[src/rtl/imm_pkg.sv]
// Shared encodings for the immediate-extension stage: ext-op select codes,
// skid-buffer FSM states and the ISA immediate width.
package imm_pkg;

  localparam int IMM_W = 16;

  typedef enum logic [1:0] {
    EXT_SIGN   = 2'b00,
    EXT_ZERO   = 2'b01,
    EXT_LUI    = 2'b10,
    EXT_BRANCH = 2'b11
  } ext_op_e;

  typedef enum logic [1:0] {
    EMPTY = 2'b00,
    BUSY  = 2'b01,
    FULL  = 2'b10
  } state_e;

endpackage

[src/rtl/imm_ext.sv]
// Combinational immediate extender: sign, zero, upper-half (LUI) placement,
// or word-aligned branch offset. Also usable by the branch target adder.
module imm_ext
  import imm_pkg::*;
#(
  parameter int size = 32
) (
  input  logic [15:0]      imm,
  input  ext_op_e          ext_op,
  output logic [size-1:0]  ext
);

  logic signed [size-1:0] sext;

  always_comb begin
    sext = {{(size-16){imm[15]}}, imm};
    unique case (ext_op)
      EXT_SIGN:   ext = sext;
      EXT_ZERO:   ext = {{(size-16){1'b0}}, imm};
      EXT_LUI:    ext = {imm, {(size-16){1'b0}}};
      EXT_BRANCH: ext = {sext[size-3:0], 2'b00};
      default:    ext = sext;
    endcase
  end

endmodule

[src/rtl/imm_extend_stage.sv]
// Registered immediate-generation stage with a two-entry skid buffer
// (OUT + SKID) behind a valid/ready handshake.
module imm_extend_stage
  import imm_pkg::*;
#(
  parameter int size  = 32,
  parameter int IMM_W = imm_pkg::IMM_W
) (
  input  logic             clk,
  input  logic             rst_n,
  input  logic             flush,
  input  logic             in_valid,
  output logic             in_ready,
  input  logic [31:0]      in_instr,
  input  logic [1:0]       in_ext_op,
  output logic             out_valid,
  input  logic             out_ready,
  output logic [size-1:0]  out_imm,
  output logic [4:0]       out_rt
);

  state_e state, state_n;

  logic            in_fire;
  logic            load_out_new;
  logic            load_out_skid;
  logic            load_skid;

  logic [size-1:0] ext_p0;
  logic [4:0]      rt_p0;
  logic [size-1:0] out_imm_p1;
  logic [4:0]      out_rt_p1;
  logic [size-1:0] skid_imm_p1;
  logic [4:0]      skid_rt_p1;

  // ---- p0: extend on entry ----
  imm_ext #(.size(size)) u_imm_ext (
    .imm    (in_instr[IMM_W-1:0]),
    .ext_op (ext_op_e'(in_ext_op)),
    .ext    (ext_p0)
  );

  assign rt_p0 = in_instr[20:16];

  // Handshake is decoded from registered state only, so out_ready never
  // reaches in_ready combinationally.
  assign in_ready  = (state != FULL);
  assign out_valid = (state != EMPTY);
  assign in_fire   = in_valid & in_ready;

  always_ff @(posedge clk or negedge rst_n) begin
    if (!rst_n) state <= EMPTY;
    else        state <= state_n;
  end

  always_comb begin
    state_n       = state;
    load_out_new  = 1'b0;
    load_out_skid = 1'b0;
    load_skid     = 1'b0;
    if (flush) begin
      state_n = EMPTY;
    end else begin
      unique case (state)
        EMPTY: begin
          if (in_fire) begin
            state_n      = BUSY;
            load_out_new = 1'b1;
          end
        end
        BUSY: begin
          if (in_fire && out_ready) begin
            load_out_new = 1'b1;
          end else if (in_fire) begin
            state_n   = FULL;
            load_skid = 1'b1;
          end else if (out_ready) begin
            state_n = EMPTY;
          end
        end
        FULL: begin
          if (out_ready) begin
            state_n       = BUSY;
            load_out_skid = 1'b1;
          end
        end
        default: state_n = EMPTY;
      endcase
    end
  end

  // ---- p1: OUT register (cleared by reset) and SKID register ----
  always_ff @(posedge clk or negedge rst_n) begin
    if (!rst_n) begin
      out_imm_p1 <= '0;
      out_rt_p1  <= '0;
    end else if (load_out_new) begin
      out_imm_p1 <= ext_p0;
      out_rt_p1  <= rt_p0;
    end else if (load_out_skid) begin
      out_imm_p1 <= skid_imm_p1;
      out_rt_p1  <= skid_rt_p1;
    end
  end

  always_ff @(posedge clk) begin
    if (load_skid) begin
      skid_imm_p1 <= ext_p0;
      skid_rt_p1  <= rt_p0;
    end
  end

  assign out_imm = out_imm_p1;
  assign out_rt  = out_rt_p1;

endmodule

[config.mk]
export PLATFORM = sky130hd
export DESIGN_NAME = imm_extend_stage
export DESIGN_NICKNAME = d
export VERILOG_FILES = /design/src/rtl/imm_pkg.sv /design/src/rtl/imm_ext.sv /design/src/rtl/imm_extend_stage.sv
export SDC_FILE = /design/constraint.sdc
export NUM_CORES = 1
export LEC_CHECK = 0
export ABC_CLOCK_PERIOD_IN_PS = 6200
export CAP_MARGIN = 10
export CORE_MARGIN = 2
export CORE_UTILIZATION = 30
export DETAILED_ROUTE_END_ITERATION = 12
export PLACE_DENSITY_LB_ADDON = 0.25
export SYNTH_ARGS = -nofsm -noshare
export SYNTH_HDL_FRONTEND = slang
export SYNTH_HIERARCHICAL = 1
export SYNTH_SLANG_ARGS = --single-unit
[constraint.sdc]
create_clock -name clk -period 6.2 [get_ports clk]
set_clock_uncertainty 0.15 [all_clocks]
set_input_delay 1.24 -clock clk [delete_from_list [all_inputs] [get_ports clk]]
set_output_delay 1.24 -clock clk [all_outputs]
set_load 0.03 [all_outputs]
==> flow_summary.json, run 1 <==
{
  "status": "complete, no violations",
  "root_buffer": "clkbuf_16",
  "worst_slack_ps": 2640,
  "synth-seq-area-share": 0.608,
  "maxCapViolations": 0,
  "crit_chain": "clkdlybuf4s50_1 -> nor3b_1 -> and2_1 -> buf_4 -> a221o_1",
  "cts_buffers": 9,
  "whs_path_depth": 1,
  "antenna_found_initial": 0,
  "cpPeakStageDelay_ps": 950,
  "overflow": 0,
  "gp_congestion": 0.730,
  "cts_sinks": 76,
  "ff2ff_path_depth": 4,
  "drc_errors": 0,
  "worst_setup_path_start_kind": "input port",
  "area_growth_pct": 29.2,
  "avgSynthCellArea_um2": 14.5,
  "combinationalPowerShare": 0.212,
  "ys.warnings.count": 6,
  "cts_htree_levels": 3,
  "postSynthNetCount": 276,
  "clockBufferDepth": 2,
  "critPathKind": "input port to register",
  "dieArea_mm2": 0.0123,
  "rsz0062_at_grt": "false",
  "critical_path.slowest_cell": "and2_1",
  "drt-initial-drc-count": 163,
  "multi_input_area_mm2": 0.00118,
  "synth_cell_types": 38,
  "coreArea_mm2": 0.0113,
  "wirelength_um": 8620,
  "vdd_drop_max_uv": 135,
  "swShare": 0.273,
  "critPathArrivalTime_ps": 3680,
  "synth_area_mm2": 0.00343,
  "fillers": 1095,
  "tns_ps": 0,
  "p_per_area_mw_per_mm2": 334,
  "final_layout_size_suffix_gt1_frac": 0.120,
  "slew_viol_final": 0,
  "dp_slack_ps": 2290,
  "grt_pass1_vias": 2421,
  "vias_per_cell": 5.17,
  "crit_path_max_fanout": 25,
  "synthCells": 237,
  "hpwlAfterDp_um": 5310,
  "diodes": 0,
  "worst-endpoint-required_ps": 6310,
  "cts_hold_buf": 0,
  "clkLatencyLatePin_ps": 330,
  "post-route-period-util": 0.575,
  "grt_usage": 0.144,
  "dieWidth_um": 111,
  "cp-end-kind": "register",
  "timing_hold_violations_final": 0,
  "ys_ff_latch": 76,
  "postCtsSetupBuffers": 0,
  "pin_count": 78,
  "grt_pass1_wl_um": 13900,
  "power.net_switching_w": 0.000405,
  "regToRegSetupSlack_ps": 3650,
  "holdCritPathClass": "register to register",
  "critPathCapture": "out_imm[26]",
  "die_h_um": 111,
  "worstReg2RegEnd": "out_imm[26]",
  "final_common_cell": "clkdlybuf4s50_1",
  "cts-resized-gates": 0,
  "hold_slack_ps": 360,
  "wl_per_cell_um": 19.4,
  "min_period_ps": 3560,
  "antenna_left": 0,
  "ff_latch_area_mm2": 0.00209,
  "clkPwrFrac": 0.378,
  "path_clk_slew_ps": 60,
  "pwr-share-seq": 0.411,
  "dr_total_vias": 2295,
  "worst_pin_slew_ps": 1180,
  "report.final.setup_viol": 0,
  "fmax_ghz": 0.281,
  "row_count": 39,
  "p_leak_nw": 1.70,
  "r2r-start": "state[1]",
  "mostFrequentLayoutCells": "clkdlybuf4s50_1 (65), dfrtp_1 (39), edfxtp_1 (37), and2_0 (35), a221o_1 (35)",
  "cts_tree": "built",
  "relSlewSlack": 0.214,
  "grt_start_max_net_pins": 40,
  "power.internal_w": 0.00108,
  "start_util": 0.304,
  "dr.pass1.iters": 4,
  "port_buffers": 66,
  "fin_util": 0.393,
  "fin_nets": 335,
  "crit_start": "in_valid"
}
-- stage by stage --
step / instance area [µm²] / power (W) / std cells
CTS: 4430 / 0.00150 / 444
finish: 4430 / 0.00148 / 444
global route: 4430 / 0.00155 / 444
floorplan: 3430 / 0.000794 / 237
detailed placement: 4120 / 0.000936 / 428
global placement: 4120 / 0.000932 / 428
-- layer usage --
layer	share of wire	global-route usage
met3	0.040	0.0328
met1	0.48	0.205
met2	0.47	0.218
met5	0	0
met4	0.013	0.0500
-- registers in the layout, summed over array words and instances, names as in the netlist --
signal,cells
skid_imm_p1,32
state,2
skid_rt_p1,5
out_imm,32
out_rt,5
-- area by class of cell --
type	count	share of cell area
clock buffer	11	0.0525
clock inverter	5	0.0192
inverter	1	0.000847
multi-input combinational	140	0.265
sequential	76	0.471
tap	143	0.0404
timing repair buffer	68	0.151
-- power by group through the flow --
| stage | clock [W] | combinational (W) | sequential (W) |
|---|---|---|---|
| floorplan | 0 | 0.0000957 | 0.000698 |
| CTS | 0.000577 | 0.000319 | 0.000609 |
| global route | 0.000602 | 0.000331 | 0.000614 |
| detailed placement | 0 | 0.000317 | 0.000618 |
| global placement | 0 | 0.000314 | 0.000619 |
| finish | 0.000560 | 0.000314 | 0.000609 |
-- worst max-delay path, delay by kind of cell --
family	cells	cell delay (ps)
compound gates	1	190
simple gates	2	1340
buf+inv	2	890
-- cells in the mapped netlist (all sizes together) --
library cell | instances | area (µm²)
or2 | 2 | 12.5
inv | 1 | 3.75
and2 | 37 | 234
o32ai | 1 | 8.76
nand2b | 3 | 26.3
a21boi | 1 | 7.51
nand3 | 2 | 22.5
mux2i | 15 | 150
a21oi | 2 | 13.8
clkbuf | 2 | 21.3
and4bb | 1 | 16.3
a22o | 14 | 126
a221o | 35 | 350
nor2 | 1 | 3.75
nor3b | 2 | 15.0
and2b | 3 | 25.0
o21bai | 1 | 7.51
a21bo | 1 | 10.0
mux2 | 4 | 52.6
clkdlybuf4s15 | 1 | 11.3
buf | 17 | 146
edfxtp | 37 | 1110
dfrtp | 39 | 976
o21ai | 15 | 78.8
-- logic make-up after synthesis --
| family | share of synthesized area |
|---|---|
| compound gates | 0.176 |
| buf+inv | 0.0532 |
| flops | 0.608 |
| mux | 0.0591 |
| simple gates | 0.104 |
-- how the worst min path moves through the flow --
stage	from	endpoint
finish	out_imm[10]	out_imm[10]
CTS	out_imm[10]	out_imm[10]
global route	out_imm[7]	out_imm[7]
floorplan	skid_imm_p1[0]	out_imm[0]
detailed placement	out_imm[25]	out_imm[25]
global placement	out_rt[1]	out_rt[1]
Power figures use the tool's default switching activity.
==> run 2: changes to the inputs <==
Settings changed: ABC_CLOCK_PERIOD_IN_PS 6200 to 2900.
Clock period 6.2 ns to 2.9 ns, I/O delays scaled along.
==> run 2 against run 1 <==
Compared with the run above:
- sequential share of layout area is 0.30 points lower
- die area did not move
- clock power up 96%
- total power grew 110%
- sequential power is 110% higher
- routed wire length is 4.0% lower
- largest power group unchanged
- highest routed layer unchanged
==> flow_summary.json, run 2 (synthesis results as in run 1) <==
{
  "status": "complete, no violations",
  "dr_total_vias": 2275,
  "worst-endpoint-required_ps": 3010,
  "hold_slack_ps": 253,
  "swShare": 0.273,
  "hpwlAfterDp_um": 5450,
  "dr.pass1.iters": 4,
  "row_count": 39,
  "grt_pass1_vias": 2389,
  "report.final.setup_viol": 0,
  "die_h_um": 111,
  "critPathKind": "input port to register",
  "worst_pin_slew_ps": 1110,
  "slew_viol_final": 0,
  "clkPwrFrac": 0.358,
  "overflow": 0,
  "start_util": 0.304,
  "crit_path_max_fanout": 35,
  "fin_util": 0.396,
  "holdCritPathClass": "input port to asynchronous set/reset pin",
  "ff2ff_path_depth": 3,
  "final_common_cell": "clkdlybuf4s50_1",
  "diodes": 0,
  "worstReg2RegEnd": "out_imm[23]",
  "drc_errors": 0,
  "dieWidth_um": 111,
  "critPathArrivalTime_ps": 2580,
  "cp-end-kind": "register",
  "port_buffers": 66,
  "grt_usage": 0.137,
  "gp_congestion": 0.784,
  "cts_tree": "built",
  "dieArea_mm2": 0.0123,
  "vias_per_cell": 5.07,
  "combinationalPowerShare": 0.219,
  "drt-initial-drc-count": 165,
  "relSlewSlack": 0.260,
  "fillers": 1071,
  "cts_sinks": 76,
  "grt_start_max_net_pins": 40,
  "r2r-start": "state[0]",
  "cts_hold_buf": 0,
  "power.internal_w": 0.00224,
  "wl_per_cell_um": 18.4,
  "worst_setup_path_start_kind": "input port",
  "p_leak_nw": 1.71,
  "maxCapViolations": 0,
  "postCtsSetupBuffers": 0,
  "cts_htree_levels": 3,
  "cts_buffers": 9,
  "path_clk_slew_ps": 60,
  "min_period_ps": 2470,
  "cts-resized-gates": 0,
  "mostFrequentLayoutCells": "clkdlybuf4s50_1 (65), dfrtp_1 (39), edfxtp_1 (37), and2_0 (35), a221o_1 (35)",
  "grt_pass1_wl_um": 13200,
  "wirelength_um": 8270,
  "post-route-period-util": 0.851,
  "antenna_left": 0,
  "coreArea_mm2": 0.0113,
  "pin_count": 78,
  "fin_nets": 340,
  "finalNonFillerCells": 449,
  "clkLatencyLatePin_ps": 330,
  "power.net_switching_w": 0.000841,
  "clockBufferDepth": 2,
  "area_growth_pct": 30.1,
  "timing_hold_violations_final": 0,
  "tns_ps": 0,
  "p_per_area_mw_per_mm2": 689,
  "place_inst": 433,
  "rsz0062_at_grt": "false",
  "vdd_drop_max_uv": 274,
  "fmax_ghz": 0.405,
  "antenna_found_initial": 0,
  "root_buffer": "clkbuf_16",
  "final_layout_size_suffix_gt1_frac": 0.134,
  "pwr-share-seq": 0.423,
  "power.total_w": 0.00308,
  "regToRegSetupSlack_ps": 820
}
[run 2: cell count changes in the layout (fill, tap and decap cells not counted)]
cell	previous run	this run
buf_4	2	6
buf_12	0	1
bufinv_16	2	1
clkbuf_8	0	1
clkinv_2	0	1
clkinv_4	1	0
clkinvlp_4	1	2
inv_6	1	0
[run 2: how the worst max path moves through the flow]
stage                          end  slack, ps      from
floorplan           skid_imm_p1[0]        450  in_valid
global placement       out_imm[24]         90     flush
detailed placement     out_imm[27]         90     flush
CTS                    out_imm[25]        430     flush
global route           out_imm[19]        320     flush
finish                 out_imm[23]        430     flush
[run 2: power by group through the flow]
stage / Clock [W] / Sequential (W) / Combinational (W)
3_5_place_dp: 0 / 0.00132 / 0.000679
3_3_place_gp: 0 / 0.00132 / 0.000675
4_1_cts: 0.00113 / 0.00130 / 0.000682
5_1_grt: 0.00118 / 0.00131 / 0.000711
2_1_floorplan: 0 / 0.00149 / 0.000205
6_report: 0.00110 / 0.00130 / 0.000673
[run 2: stage by stage]
stage / cell area [µm²] / setup WS, ps
after floorplan: 3430 / 451
after CTS: 4460 / 429
after global routing: 4460 / 316
after detailed placement: 4170 / 88.8
after global placement: 4170 / 90.8
final: 4460 / 433
[run 2: layer usage]
metal / wire (µm) / part of all wire / vias up / GRT usage
li1: - / - / 1050 / -
met1: 4050 / 0.49 / 1141 / 0.195
met2: 3740 / 0.45 / 74 / 0.203
met3: 370 / 0.045 / 10 / 0.0377
met4: 118 / 0.014 / 0 / 0.0467
met5: 0 / 0 / - / 0
[run 2: area by class of cell]
type | instances | area (µm²) | area share
clock inverter | 4 | 50.0 | 0.0112
inverter | 1 | 3.75 | 0.000841
multi-input combinational | 140 | 1180 | 0.264
clock buffer | 12 | 246 | 0.0552
timing repair buffer | 73 | 721 | 0.161
tap | 143 | 179 | 0.0401
sequential | 76 | 2090 | 0.468
[run 2: worst max-delay path, cell delays in order]
cell and delay, ps:
clkdlybuf4s50_1 530, and4bb_4 320, a21oi_4 850, a221o_1 290
==> run 3: changes to the inputs <==
Settings changed: ABC_CLOCK_PERIOD_IN_PS 2900 to 3100, GPL_ROUTABILITY_DRIVEN from default to 0.
Clock period 2.9 ns to 3.1 ns, I/O delays scaled along.
==> run 3 against run 2 <==
Compared with the run above:
- critical path depth unchanged
- via count about the same
- core utilization grew 0.37 points
- first-iteration DRC count is 39% lower
- critical endpoint is now out_imm[25]
- sequential power down 6%
==> flow_summary.json, run 3 (synthesis results as in run 1) <==
{
  "status": "complete, no violations",
  "dieWidth_um": 111,
  "report.final.setup_viol": 0,
  "worst_pin_slew_ps": 1040,
  "cts_hold_buf": 0,
  "grt_start_max_net_pins": 40,
  "critPathArrivalTime_ps": 2590,
  "antenna_left": 0,
  "path_clk_slew_ps": 60,
  "dr.pass1.iters": 4,
  "cp-end-kind": "register",
  "hpwlAfterDp_um": 5410,
  "timing_hold_violations_final": 0,
  "port_buffers": 66,
  "vias_per_cell": 5.07,
  "holdCritPathClass": "input port to asynchronous set/reset pin",
  "met2_usage": 0.195,
  "cts_sinks": 76,
  "final_layout_size_suffix_gt1_frac": 0.137,
  "fin_area_mm2": 0.00450,
  "postCtsSetupBuffers": 0,
  "overflow": 0,
  "cts_buffers": 9,
  "place_inst": 433,
  "antenna_found_initial": 0,
  "grt_pass1_wl_um": 13100,
  "wirelength_um": 8360,
  "use_met1": 0.207,
  "clockBufferDepth": 2,
  "area_growth_pct": 31.3,
  "vdd_drop_max_uv": 296,
  "drt-initial-drc-count": 100,
  "maxCapViolations": 0,
  "pin_count": 78,
  "drc_errors": 0,
  "mostFrequentLayoutCells": "clkdlybuf4s50_1 (65), dfrtp_1 (39), edfxtp_1 (37), and2_0 (35), a221o_1 (35)",
  "grt_usage": 0.138,
  "rsz0062_at_grt": "false",
  "fin_util": 0.400,
  "die_h_um": 111,
  "worst-endpoint-required_ps": 3210,
  "diodes": 0,
  "worst_setup_path_start_kind": "input port",
  "cts-resized-gates": 0,
  "p_leak_nw": 1.74,
  "p_per_area_mw_per_mm2": 668,
  "post-route-period-util": 0.801,
  "slew_viol_final": 0,
  "tns_ps": 0,
  "finalNonFillerCells": 449,
  "cts_htree_levels": 3,
  "relSlewSlack": 0.302,
  "wl_per_cell_um": 18.6,
  "fmax_ghz": 0.403,
  "crit_path_max_fanout": 35,
  "coreArea_mm2": 0.0113,
  "dpl_cell_area_mm2": 0.00417,
  "final_common_cell": "clkdlybuf4s50_1",
  "fin_nets": 340,
  "grt_pass1_vias": 2250,
  "min_period_ps": 2480,
  "dr_total_vias": 2276,
  "busiest_layer": "met1",
  "clkLatencyLatePin_ps": 330,
  "row_count": 39,
  "dieArea_mm2": 0.0123,
  "critPathKind": "input port to register",
  "root_buffer": "clkbuf_16",
  "grt_use_met3": 0.0383,
  "start_util": 0.304,
  "cts_tree": "built"
}
==> run 3: report_power, final <==
group / total (W) / leakage, nW / internal, W / switching (W)
clock: 0.00116 / 0.162 / 0.000771 / 0.000389
sequential: 0.00122 / 0.837 / 0.00116 / 0.0000608
combinational: 0.000630 / 0.737 / 0.000289 / 0.000341
total: 0.00301 / 1.74 / 0.00222 / 0.000791
==> run 3: layout make-up <==
type | instances | area (µm²)
inverters | 1 | 3.75
clock buffers | 13 | 270
well taps | 143 | 179
clock inverters | 3 | 67.6
flip-flops and latches | 76 | 2090
repair buffers | 73 | 721
fillers | 1049 | 6770
multi-input cells | 140 | 1180
==> run 3: path summary, 6_finish.rpt <==
check                           cells past startpoint        from  slack, ps           to
worst max-delay path                                4       flush        620  out_imm[25]
worst min-delay path                                1       rst_n        290    out_rt[1]
worst max register to register                      3    state[0]       1050  out_imm[25]
worst min register to register                      1  out_imm[9]        360   out_imm[9]
max in group asynchronous                           1       rst_n       1900  out_imm[13]
min in group clk                                    1  out_imm[9]        360   out_imm[9]
==> run 3: through the flow <==
stage / hold slack [ps] / power [W] / setup WS [ps]
after floorplan: 174 / 0.00159 / 611
after global placement: 346 / 0.00187 / 262
after detailed placement: 344 / 0.00187 / 250
after CTS: 328 / 0.00304 / 570
after global routing: 365 / 0.00313 / 498
final: 294 / 0.00301 / 618
==> run 3: critical path: stages <==
cell	delay [ps]
clkdlybuf4s50_1	540
and4bb_4	320
a21oi_4	800
a221o_1	290
==> run 3: per-layer routing <==
metal | up-vias | part of all wire
met4 | 0 | 0.0091
met2 | 70 | 0.45
met3 | 8 | 0.050
met1 | 1151 | 0.49
met5 | - | 0
li1 | 1047 | -
